File: src/rtl/dnd_event_gate.sv
// Event gate after the denoise MLP: buffers accepted events, pairs each with its
// later score in order, forwards passing events and drops noise, with stats/errors.
module dnd_event_gate #(
  parameter int CAVIAR_X_Y_BITS = 9,
  parameter int W_Y             = 16,
  parameter int DEPTH           = 8,
  parameter int W_CNT           = 16,
  localparam int W_EV           = 2*CAVIAR_X_Y_BITS+1
) (
  input  logic             clk,
  input  logic             rst_n,
  input  logic [W_EV-1:0]  ev_in,
  input  logic             ev_in_vld,
  output logic             ev_in_rdy,
  input  logic [W_Y-1:0]   score,
  input  logic             score_vld,
  input  logic [W_Y-1:0]   threshold,
  input  logic             bypass,
  output logic [W_EV-1:0]  ev_out,
  output logic             ev_out_vld,
  input  logic             ev_out_rdy,
  output logic [W_CNT-1:0] pass_cnt,
  output logic [W_CNT-1:0] drop_cnt,
  output logic             err_overflow,
  output logic             err_orphan
);

  localparam int W_IDX = $clog2(DEPTH);
  localparam int W_PTR = W_IDX + 1;

  logic [W_EV-1:0]  r_ev   [DEPTH];
  logic [DEPTH-1:0] r_dec;
  logic [DEPTH-1:0] r_pass;
  logic [W_PTR-1:0] r_wr_ptr, r_sc_ptr, r_rd_ptr;
  logic [W_CNT-1:0] r_pass_cnt, r_drop_cnt;
  logic             r_err_overflow, r_err_orphan;
  logic             r_run;

  logic [W_PTR-1:0] w_used, w_undec;
  logic [W_IDX-1:0] w_wr_idx, w_sc_idx, w_rd_idx;
  logic             w_full, w_empty, w_head_dec, w_head_pass;
  logic             w_push, w_decide, w_pass_pop, w_drop, w_score_ok;

  assign w_used      = r_wr_ptr - r_rd_ptr;
  assign w_undec     = r_wr_ptr - r_sc_ptr;
  assign w_full      = (w_used == W_PTR'(DEPTH));
  assign w_empty     = (r_wr_ptr == r_rd_ptr);
  assign w_wr_idx    = r_wr_ptr[W_IDX-1:0];
  assign w_sc_idx    = r_sc_ptr[W_IDX-1:0];
  assign w_rd_idx    = r_rd_ptr[W_IDX-1:0];
  assign w_head_dec  = !w_empty && r_dec[w_rd_idx];
  assign w_head_pass = r_pass[w_rd_idx];

  // r_run keeps ready low for the first cycle after reset release.
  assign ev_in_rdy   = r_run && !w_full;
  assign w_push      = ev_in_vld && ev_in_rdy;
  assign w_decide    = score_vld && (w_undec != '0);
  assign w_score_ok  = bypass || ($signed(score) >= $signed(threshold));
  assign w_pass_pop  = w_head_dec && w_head_pass && ev_out_rdy;
  assign w_drop      = w_head_dec && !w_head_pass;

  assign ev_out_vld  = w_head_dec && w_head_pass;
  assign ev_out      = ev_out_vld ? r_ev[w_rd_idx] : '0;

  assign pass_cnt     = r_pass_cnt;
  assign drop_cnt     = r_drop_cnt;
  assign err_overflow = r_err_overflow;
  assign err_orphan   = r_err_orphan;

  // Event payload needs no reset; validity is carried by the pointers.
  always_ff @(posedge clk) begin
    if (w_push) r_ev[w_wr_idx] <= ev_in;
  end

  always_ff @(posedge clk or negedge rst_n) begin
    if (!rst_n) begin
      r_dec          <= '0;
      r_pass         <= '0;
      r_wr_ptr       <= '0;
      r_sc_ptr       <= '0;
      r_rd_ptr       <= '0;
      r_pass_cnt     <= '0;
      r_drop_cnt     <= '0;
      r_err_overflow <= 1'b0;
      r_err_orphan   <= 1'b0;
      r_run          <= 1'b0;
    end else begin
      r_run <= 1'b1;
      if (w_push) begin
        r_dec[w_wr_idx] <= 1'b0;
        r_wr_ptr        <= r_wr_ptr + 1'b1;
      end
      if (ev_in_vld && w_full) r_err_overflow <= 1'b1;
      if (w_decide) begin
        r_dec[w_sc_idx]  <= 1'b1;
        r_pass[w_sc_idx] <= w_score_ok;
        r_sc_ptr         <= r_sc_ptr + 1'b1;
      end
      if (score_vld && !w_decide) r_err_orphan <= 1'b1;
      if (w_pass_pop || w_drop) r_rd_ptr <= r_rd_ptr + 1'b1;
      if (w_pass_pop && r_pass_cnt != '1) r_pass_cnt <= r_pass_cnt + 1'b1;
      if (w_drop && r_drop_cnt != '1) r_drop_cnt <= r_drop_cnt + 1'b1;
    end
  end

endmodule

File: config.mk
export PLATFORM = sky130hd
export DESIGN_NAME = dnd_event_gate
export DESIGN_NICKNAME = d
export VERILOG_FILES = /design/src/rtl/dnd_event_gate.sv
export SDC_FILE = /design/constraint.sdc
export NUM_CORES = 1
export LEC_CHECK = 0
export ABC_AREA = 1
export CAP_MARGIN = 20
export CORE_UTILIZATION = 45
export CTS_CLUSTER_DIAMETER = 50
export CTS_CLUSTER_SIZE = 25
export DETAILED_ROUTE_END_ITERATION = 12
export MAX_ROUTING_LAYER = met4
export PLACE_DENSITY = 0.78
export SYNTH_ARGS = -nofsm -noshare
export SYNTH_HDL_FRONTEND = slang
export SYNTH_SLANG_ARGS = --single-unit
File: constraint.sdc
create_clock -name clk -period 8.5 [get_ports clk]
set_input_delay 0.85 -clock clk [delete_from_list [all_inputs] [get_ports clk]]
set_output_delay 0.85 -clock clk [all_outputs]
set_load 0.02 [all_outputs]
# Word-level counts from Yosys, hierarchy flattened
# Memory sizes are Yosys's and may differ from the RTL's.
# Cells that the tools add are included.
[classes] addsub=7 mul=0 n_div=0 magnitude_cmp=6 n_eq_ne=4 n_shift=0 mux=14 bitwise=3 n_reduce_logical=20
[ops] op="$add A16 B1 Y16 const B" n=2
[ops] op="$ne A16 B16 Y1 const B" n=2
[ops] op="$mux W19" n=1
[ops] op="$ge A16 B16 Y1" n=1
[ops] op="$mux W8" n=2
[ops] op="$logic_and A1 B1 Y1" n=13
[ops] op="$add A4 B1 Y4 const B" n=3
[ops] op="$lt A3 B4 Y1 const B" n=3
[ops] op="$and A8 B8 Y8" n=1
[ops] op="$bwmux W8" n=1
[ops] op="$not A8 Y8" n=1
[ops] op="$or A8 B8 Y8" n=1
[ops] op="$sub A4 B4 Y4" n=2
[ops] op="$bmux W1 S3" n=2
[ops] op="$demux W1 S3" n=2
[ops] op="$ge A3 B1 Y1 const B" n=2
[ops] op="$mux W1" n=6
[ops] op="$eq A4 B4 Y1" n=1
[ops] op="$eq A4 B4 Y1 const B" n=1
[ops] op="$logic_not A1 Y1" n=4
[ops] op="$reduce_bool A4 Y1" n=1
[ops] op="$logic_or A1 B1 Y1" n=2
[word_totals] reg_bits=63 latch_bits=0 ramBits=152 rom_bits=0 in_bits=57 output_inout_bits=55 elab_cells=65 mem_count=1
[mem_list] name="r_ev" words=8 word_bits=19 rd=1 rd_clocked_by_memory_dff=0 write_ports=1 line_no="31" rtl="logic [W_EV-1:0] r_ev [DEPTH];"

# Logic depth before layout (Yosys ltp)
[depth] ltp_word=9 mapped_depth=15 mapped_depth_nobuf=15

# Worst setup path after synthesis
# OpenSTA, ideal clock, no wires.
[synth_timing] path_type="reg2reg" start="reg r_rd_ptr[1]" end="mem r_ev[1][0] (netlist name) (enable)" setup_ns=0.419 t_arrival_ns=3.295 t_required_ns=8.081 setup_slack_ns=4.786 stages_incl_launch_ff=13 path_buffers=3 synth_period_minus_slack_ns=3.714 cell_sequence="dfrtp_1 -> inv_2 -> buf_2 -> buf_1 -> ha_1 -> inv_1 -> o21ai_0 -> nand2_1 -> nand3_1 -> nand4_1 -> nand3_1 -> buf_2 -> nor3_1"
[synth_via] elab_chain_len=7
[synth_rtl] element="start: declaration" line_no="34" rtl="logic [W_PTR-1:0] r_wr_ptr, r_sc_ptr, r_rd_ptr;"
[synth_rtl] element="start signal: assignment" line_no="100" rtl="if (w_pass_pop || w_drop) r_rd_ptr <= r_rd_ptr + 1'b1;"
[synth_rtl] element="$sub A4 B4 Y4" line_no="44" rtl="assign w_used = r_wr_ptr - r_rd_ptr;"
[synth_rtl] element="$eq A4 B4 Y1" line_no="46" rtl="assign w_full = (w_used == W_PTR'(DEPTH));"
[synth_rtl] element="$logic_not A1 Y1" line_no="55" rtl="assign ev_in_rdy = r_run && !w_full;"
[synth_rtl] element="$logic_and A1 B1 Y1" line_no="55"
[synth_rtl] element="$logic_and A1 B1 Y1" line_no="56" rtl="assign w_push = ev_in_vld && ev_in_rdy;"
[synth_rtl] element="$mux W1" line_no="72" rtl="if (w_push) r_ev[w_wr_idx] <= ev_in;"
[synth_rtl] element="$mux W1 (not written as such)" line_no="72"
[synth_rtl] element="end: declaration" line_no="31"
# Every way passes these cells.

# Worst setup path after layout
[layout_timing] start="reg r_rd_ptr[0]" end="out ev_out[11]"
[layout_via] elab_chain_len=5 elab_cells_between_ends=10 cone_classes="eq/ne: 1; mux: 5; reduce/logical: 3; memory: 1"
[layout_rtl] element="$bmux W1 S3 / $eq A4 B4 Y1 (equally long branches)" line_no="51, 47"
[layout_rtl] element="$mux W1 (not written as such) / $logic_not A1 Y1 (equally long branches)" line_no="51" rtl="assign w_head_dec = !w_empty && r_dec[w_rd_idx];"
[layout_rtl] element="$logic_and A1 B1 Y1" line_no="51"
[layout_rtl] element="$logic_and A1 B1 Y1" line_no="62" rtl="assign ev_out_vld = w_head_dec && w_head_pass;"
[layout_rtl] element="$mux W19 (*)" line_no="63" rtl="assign ev_out = ev_out_vld ? r_ev[w_rd_idx] : '0;"
[layout_rtl] element="end: declaration" line_no="19" rtl="output logic [W_EV-1:0] ev_out,"
# Mark *: on every way between the ends. The rest lies on a longest branch, timed or not. The select of a mux whose other input is x is not followed.

==> qor.csv <==
metric,value,unit
syn_area_per_cell,10.0,µm²
crit_path_frequent_cell,nand2_1,
io_buffers,111,
worstPathMaxFanout,89,
rsz0062_at_grt,no,
numCtsBuffers,21,
slew_viol_final,0,
ir_drop,0.259,mV
crit_slowest_cell,clkdlybuf4s50_1,
clk_pin_slew,0.07,ns
core_area,22100,µm²
syn-cell-area,10300,µm²
ys_types,37,
ios,112,
period_minus_slack,4.90,ns
post-route-drc-count,0,
p_leak,4.79,nW
layout_setup_ws,3.60,ns
layout-drive-gt1-share,0.0729,
die_height,153,µm
cap_viol_max_count,0,
hpwl,14400,µm
cts_setup_buffers,0,
pre_cts_ws,4.11,ns
drt-pass1-iter-count,5,
worstPathRequired,7.65,ns
vias,7586,
postRouteAntennaNets,0,
syn_inst,1024,
synth_top_area_frac,0.445,
crit_path_cell_trace,buf_4 > inv_2 > buf_4 > nand2_1 > nand3_1 > nand2_1 > nand2_1 > nand3_2 > nor2_4 > inv_2 > nor2_1 > clkdlybuf4s50_1,
synth_area_leaders,"edfxtp_1 44%, dfrtp_1 15%, nand2_1 10%",
relSlewSlack,0.288,
timing.final.crit_share,0.577,
hold_buffers,0,
timing.critical_path.buf_inv,5,
cts_tree,built,
fin_setup_tns,0,ns
dp.cells,1379,
hp-class,register to register,
n_antenna_cell,0,
async_flop_share,0.293,
htree_levels,1,
cp_num_cells,12,
drt_iter0_drc,710,
start_kind,register,
nets,1208,
grt_pass1_vias,7375,
num_rows,54,
postRouteWirelength,22300,µm
gp_congestion,0.896,
min_path_cells,1,
synthFlopType,edfxtp_1,
crit_type,register to output port,
dieArea,23400,µm²
initial_core_util,0.465,
wl_per_cell,15.7,µm
fmax,204,MHz
status,"finished, final reports clean",
clock_sinks,215,
clk_latency,0.51,ns
grt_max_degree,90,
cp.arrival,4.05,ns
antenna_found_initial,0,
synth_edf_count,152,
clockBufferDepth,3,
setup.worst_path.end_class,output port,
hold_viol,0,
worst_pin_slew,1.07,ns
cts-root-buf,clkbuf_16,
cp_top_family,buffers and inverters,
finalHoldWorstSlack,0.474,ns
grt-ovfl-total,0,
yosysSeqAreaShare,0.598,
fin_cells,1418,
finalPower,4.01,mW
yosysWarnings,0,
post_cts_resized,0,
finalSetupViolCount,0,
ys_ff_latch,215,
areaGrowthSynthToFinish,20.5,%
die_width,153,µm
ff2ff_path_depth,10,
grt_pass1_wl,36500,µm
track_usage,0.197,
routed_via_density,5.35,
yosysTopAreaCell,edfxtp_1,
synth_fp_nets,1108,
crit_path_max_incr_delay,0.63,ns
p_per_area,324,nW/µm²
finClkSkew,0.0259,ns
## power breakdown
| part | internal (mW) | total [mW] | switching (mW) | leakage (nW) |
|---|---|---|---|---|
| Sequential | 1.27 | 1.40 | 0.132 | 2.18 |
| Clock | 0.580 | 0.990 | 0.410 | 0.363 |
| Combinational | 0.588 | 1.62 | 1.03 | 2.24 |
| Total | 2.44 | 4.01 | 1.57 | 4.79 |
## layout by cell type (no fill, tap or decap), types with 2 or more instances in the layout
| master | instances |
|---|---|
| clkdlybuf4s50_1 | 110 |
| buf_4 | 7 |
| a21oi_1 | 67 |
| o21ai_0 | 28 |
| nor2_1 | 60 |
| ha_1 | 27 |
| dfrtp_1 | 62 |
| edfxtp_1 | 152 |
| xor2_1 | 19 |
| inv_6 | 4 |
| nand3_2 | 5 |
| o21ai_2 | 16 |
| nand2_1 | 277 |
| clkbuf_1 | 3 |
| nand3_1 | 44 |
| o211ai_1 | 2 |
| a22oi_1 | 18 |
| a32o_1 | 18 |
| nor3_1 | 9 |
| nand2_2 | 2 |
| bufinv_16 | 3 |
| xnor2_1 | 19 |
| clkinv_4 | 2 |
| nor2_2 | 8 |
| nand4_1 | 21 |
| inv_1 | 93 |
| nor4_1 | 2 |
| o21ai_1 | 16 |
| inv_2 | 3 |
| a21o_1 | 2 |
| buf_8 | 2 |
| clkbuf_16 | 22 |
## cell usage after synthesis (10+ instances only)
cell type and instances:
a21oi_1 67, a22oi_1 18, a32o_1 18, buf_2 14
clkbuf_1 22, dfrtp_1 63, edfxtp_1 152, ha_1 27
inv_1 93, nand2_1 277, nand3_1 44, nand4_1 21
nor2_1 67, nor3_1 10, o21ai_0 28, o21ai_1 16
o21ai_2 16, xnor2_1 19, xor2_1 19
## final cells by class
cell class	count	area, µm²
Timing Repair Buffer	121	1220
Multi-Input combinational cell	668	3560
Clock inverter	12	179
Clock buffer	25	562
Inverter	97	364
Fill cell	1819	9720
Tap cell	280	350
Sequential cell	215	6140
## final timing paths
kind / start / to / slack, ns
setup / recovery: r_rd_ptr[0] / ev_out[11] / 3.60
hold / removal: err_orphan / err_orphan / 0.47
setup reg to reg: r_rd_ptr[1] / r_ev[5][1] / 4.15
hold reg to reg: err_orphan / err_orphan / 0.47
max in group asynchronous: rst_n / r_rd_ptr[0] / 7.39
min in group asynchronous: rst_n / drop_cnt[13] / 0.54
## cells by family after synthesis
logic type	count (synthesis)	synth area share
simple gates	431	0.175
flops	215	0.598
compound gates	171	0.104
buf+inv	141	0.0573
xor+xnor	38	0.0324
fa+ha+maj	27	0.0329
other cells	1	0.000365
## through the flow
stage | utilization | instance area (µm²)
2_1_floorplan | - | 10300
3_3_place_gp | 0.524 | 11600
3_5_place_dp | 0.525 | 11600
4_1_cts | 0.559 | 12300
6_report | 0.560 | 12400
5_1_grt | 0.560 | 12400
## worst register-to-register path, stage by stage, from the launching register on
cell and delay [ns]:
dfrtp_1 1.01, inv_2 0.08, ha_1 0.33, inv_1 0.05
o21ai_0 0.14, nand2_1 0.10, nand2_1 0.07, nand2_1 0.04
nand4_1 0.31, nand3_1 0.73, nor2_2 1.09
## routing by layer
metal / vias to the layer above / routed length (µm) / share of wire / track usage
li1: 3687 / - / - / -
met1: 3607 / 9570 / 0.43 / 0.250
met2: 253 / 10900 / 0.49 / 0.327
met3: 39 / 1320 / 0.059 / 0.0309
met4: 0 / 476 / 0.021 / 0.0539
met5: - / 0 / 0 / -
## registers in the layout (all words and copies together), names as in the netlist, 4 cells and up
register and count:
drop_cnt 16, pass_cnt 16, r_dec 8, r_ev 152, r_pass 8, r_rd_ptr 4
r_sc_ptr 4, r_wr_ptr 4
Power figures use the tool's default switching activity.
==> edit 1, RTL diff (same flow settings) <==
Register the input `threshold` before use, without a reset. The logic sees it one clock later. The other inputs are not delayed to match.
--- a/src/rtl/dnd_event_gate.sv
+++ b/src/rtl/dnd_event_gate.sv
@@ -28,6 +28,12 @@
   localparam int W_IDX = $clog2(DEPTH);
   localparam int W_PTR = W_IDX + 1;
 
+  logic [W_Y-1:0] threshold_q;
+
+  always_ff @(posedge clk) begin
+    threshold_q <= threshold;
+  end
+
   logic [W_EV-1:0]  r_ev   [DEPTH];
   logic [DEPTH-1:0] r_dec;
   logic [DEPTH-1:0] r_pass;
@@ -55,7 +61,7 @@
   assign ev_in_rdy   = r_run && !w_full;
   assign w_push      = ev_in_vld && ev_in_rdy;
   assign w_decide    = score_vld && (w_undec != '0);
-  assign w_score_ok  = bypass || ($signed(score) >= $signed(threshold));
+  assign w_score_ok  = bypass || ($signed(score) >= $signed(threshold_q));
   assign w_pass_pop  = w_head_dec && w_head_pass && ev_out_rdy;
   assign w_drop      = w_head_dec && !w_head_pass;
 
Check against the original RTL: not equivalent (Yosys sat finds a counterexample within 4 cycles, from zero or initial values and one cycle with rst_n low).
==> edit 1 against the original RTL <==
Total power is 7.4% higher. Area after synthesis is 4.0% higher. Setup slack worse by 410 ps. Via count is 3.7% higher. Wire length is 5.5% higher. Combinational power is 2% higher. Fmax is 7.7% lower. Core utilization is 0.52 points higher. Design area is 5.0% higher. Cell count is 4.7% higher. Clock skew hardly changed. Sequential cell count is 16 higher. Non-clock buffer count is 1 higher.
==> edit 1: results <==
group,metric,value,unit
status,outcome,"finished clean",
job,cap_violations,0,
place,preCtsSetupSlack,3810,ps
clock_tree,cts_inserted_buffers,27,
global_routing,grt_pass1_wl,38300,µm
routing,vias,7866,
global_routing,grt_usage,20.4,%
clock_tree,post_cts_buffers,0,
pwr,power.leakage,5.11,nW
cells_and_area,nFillCells,1928,
sta,fin_hold_ws,472,ps
routing,first_pass_iters,6,
place,dp_hpwl,14700,µm
cells_and_area,largest_reg_flops,152,
clock_tree,h-tree-depth,1,
routing,first_iter_violations,604,
clock_tree,clk_pin_slew_worst_paths,60,ps
setup_path,arrival,4460,ps
place,place.gp.congestion,0.874,
logic_synthesis,yosysWarnings,0,
cells_and_area,antenna_cells,0,
setup_path,reg2reg_to,"r_ev[4][14]",
routing,wire_per_inst,15.8,µm
sta,fin_worst_skew,26.4,ps
setup_path,r2r_setup_slack,4000,ps
setup_path,worstReg2RegStart,"r_rd_ptr[1]",
min_path,holdPathEnd,"err_orphan",
setup_path,ff2ff_path_depth,10,
cells_and_area,largest_register,"r_ev",
clock_tree,cts_repair_resize_count,0,
setup_path,startpoint,"r_rd_ptr[0]",
pwr,ir_drop,0.192,mV
logic_synthesis,synth_cell_types,41,
logic_synthesis,synth_nets,1131,
logic_synthesis,yosysSeqAreaShare,60.5,%
place,io_buffers,111,
clock_tree,clock_latency,540,ps
logic_synthesis,ys_async_sr_fraction,27.3,%
cells_and_area,layout-drive-gt1-share,7.94,%
clock_tree,cts_max_path_buffers,3,
global_routing,grt_pass1_vias,7630,
global_routing,antenna_found_initial,0,
sta,slew_headroom,27.8,%
logic_synthesis,synth_edf_count,152,
logic_synthesis,yosys-top-cells-area,"edfxtp_1, dfrtp_1, nand2_1, a21oi_1, ha_1",
cells_and_area,final_nets,1234,
logic_synthesis,ys_top_cells_by_count,"nand2_1, edfxtp_1, inv_1",
global_routing,grt_max_degree,90,
edit 1: power breakdown:
group          switching, mW  internal (mW)  leakage, nW
sequential             0.132           1.35         2.32
combinational           1.07          0.591         2.35
clock                  0.486          0.677        0.435
total                   1.69           2.62         5.11
edit 1: cells by family after synthesis:
kind of cell               synth area share [%]
adders and majority gates                  3.16
and+or+nand+nor                            19.0
other                                    0.0351
DFF                                        60.5
AOI/OAI and AO/OA                          9.05
xor gates and xnor gates                   2.87
buffers and inverters                      5.40
edit 1: critical path: stages (launching register included):
cell	delay, ps
dfrtp_2	380
buf_4	370
inv_2	460
buf_4	600
nand2_1	150
nand2_1	90
nand2_1	60
nand3_2	120
nand3_2	100
nor2_4	420
inv_4	270
nor2_1	180
clkdlybuf4s50_1	620
edit 1: worst max-delay path by stage:
stage / end / slack (ps)
6_report: ev_out[7] / 3190
4_1_cts: ev_out[16] / 3200
3_5_place_dp: ev_out[16] / 3810
5_1_grt: ev_out[7] / 2840
2_1_floorplan: r_ev[1][0] / 4710
3_3_place_gp: ev_out[16] / 3920
edit 1: per-stage QoR:
step,util (%),area (µm²),instances
3_5_place_dp,52.3,12000,1431
6_report,56.5,13000,1484
5_1_grt,56.5,13000,1484
3_3_place_gp,52.2,12000,1430
2_1_floorplan,-,10700,1047
4_1_cts,56.3,12900,1481
edit 1: area by class of cell:
class / instances / area [µm²] / area share [%]
clock buffers: 30 / 707 / 5.44
clock inverters: 20 / 210 / 1.62
inverters: 84 / 318 / 2.45
multi-input cells: 684 / 3660 / 28.2
flip-flops and latches: 231 / 6460 / 49.7
well taps: 313 / 392 / 3.01
repair buffers: 122 / 1240 / 9.57
edit 1: routing by layer:
layer  share of wire, %  GRT usage, %
met1                 44          26.2
met2                 48          33.0
met3                5.5          3.17
met4                2.5          6.86
met5                  0             -
==> edit 2, RTL diff (config.mk and constraints unchanged) <==
Made on the original files. Change the parameter `W_CNT` from 16 to 24.
--- a/src/rtl/dnd_event_gate.sv
+++ b/src/rtl/dnd_event_gate.sv
@@ -4,7 +4,7 @@
   parameter int CAVIAR_X_Y_BITS = 9,
   parameter int W_Y             = 16,
   parameter int DEPTH           = 8,
-  parameter int W_CNT           = 16,
+  parameter int W_CNT           = 24,
   localparam int W_EV           = 2*CAVIAR_X_Y_BITS+1
 ) (
   input  logic             clk,
Ports: changed (resized drop_cnt and pass_cnt); port bits go from 112 to 128. No check against the original RTL was run, so the function may have changed too.
==> edit 2 against the original RTL <==
Total power grew 3.8%. Wire length grew 19%. Largest power group unchanged. Sequential cell count up 16. Core utilization is 0.18 points lower. Design area grew 13%. Setup slack improved by 12 ps. Area after synthesis rose by 11%. Die area grew 11%.
==> edit 2: results <==
group,metric,value,unit
global_routing,grtUsageMet2,35.0,%
status,outcome,"finished clean",
place,dp_hpwl,16900,µm
setup_path,worstReg2RegStart,"r_rd_ptr[1]",
global_routing,grt_pass1_vias,8527,
clock_tree,cts_inserted_buffers,26,
setup_path,cp_max_fo,24,
min_path,hold_path_class,"input port to async pin",
place,place.gp.congestion,0.909,
cells_and_area,layout-drive-gt1-share,6.04,%
global_routing,grt_max_degree,91,
global_routing,met3_usage,2.47,%
routing,finalWirelength,26500,µm
logic_synthesis,yosys-top-cells-area,"edfxtp_1, dfrtp_1, nand2_1, nand3_1, inv_1",
sta,slew_headroom,36.7,%
setup_path,r2r_setup_slack,4040,ps
logic_synthesis,ys_top_cells_by_count,"nand2_1, edfxtp_1, inv_1",
logic_synthesis,synth_cell_types,41,
global_routing,use_met1,26.1,%
setup_path,ff2ff_path_depth,11,
clock_tree,clk_pin_slew_worst_paths,50,ps
setup_path,reg2reg_to,"r_ev[4][5]",
logic_synthesis,avgSynthCellArea,9.37,µm²
global_routing,grt_pass1_wl,42600,µm
place,dp_cells,1631,
cells_and_area,stdcell_count,1687,
logic_synthesis,ys_async_sr_fraction,34.2,%
sta,fin_worst_skew,44.5,ps
pwr,swShare,38.1,%
clock_tree,clock_latency,540,ps
logic_synthesis,yosysSeqAreaShare,57.1,%
setup_path,arrival,4040,ps
pwr,ir_drop,0.256,mV
cells_and_area,final_nets,1421,
cells_and_area,nFillCells,2117,
-- edit 2: logic make-up after synthesis --
kind of cell | count (synthesis) | share of synthesized area (%)
xor+xnor | 48 | 3.67
other cells | 1 | 0.0328
fa+ha+maj | 27 | 2.95
flops | 231 | 57.1
simple gates | 610 | 22.2
buf+inv | 160 | 5.87
compound gates | 144 | 8.10
-- edit 2: final cells by class --
type | count | area, µm² | area share [%]
well taps | 330 | 413 | 2.95
repair buffers | 140 | 1460 | 10.4
inverters | 108 | 405 | 2.90
clock inverters | 14 | 200 | 1.43
clock buffers | 34 | 701 | 5.01
flip-flops and latches | 231 | 6540 | 46.8
multi-input cells | 830 | 4260 | 30.4
-- edit 2: worst max path at each step --
stage,depth (start not counted),from,slack (ps),end
after CTS,8,r_rd_ptr[1],3100,ev_out[2]
final,8,r_rd_ptr[1],3610,ev_out[15]
after floorplan,12,r_rd_ptr[1],4770,r_ev[1][0]
after detailed placement,10,r_rd_ptr[1],3320,r_ev[4][18]
after global routing,8,r_rd_ptr[1],3350,ev_out[9]
after global placement,10,r_rd_ptr[1],3420,r_ev[4][5]
-- edit 2: metrics by stage --
step                cell area [µm²]  hold WS [ps]  setup slack [ps]
floorplan                     11400           449              4770
finish                        14000           162              3610
global route                  14000           158              3350
global placement              12900           454              3420
CTS                           13800           475              3100
detailed placement            12900           463              3320
-- edit 2: power groups by stage --
stage          logic [mW]  registers, mW  clock network (mW)
2_1_floorplan        1.10           1.46                   0
3_3_place_gp         1.48           1.48                   0
3_5_place_dp         1.52           1.48                   0
4_1_cts              1.53           1.46                1.17
5_1_grt              1.72           1.48                1.21
6_report             1.55           1.47                1.15
-- edit 2: critical path, cell delays in order, from the launching register on --
cell and delay [ps]:
dfrtp_1 950, inv_2 340, ha_1 390, nand2_1 60, inv_1 50, nand3_1 140
nand3_2 520, a211oi_1 420, clkdlybuf4s50_1 670
-- edit 2: metal layers --
layer,part of all wire (%),vias up
met2,50,305
met3,5.7,51
met1,41,4237
met4,2.8,0
li1,-,4342
met5,0,-
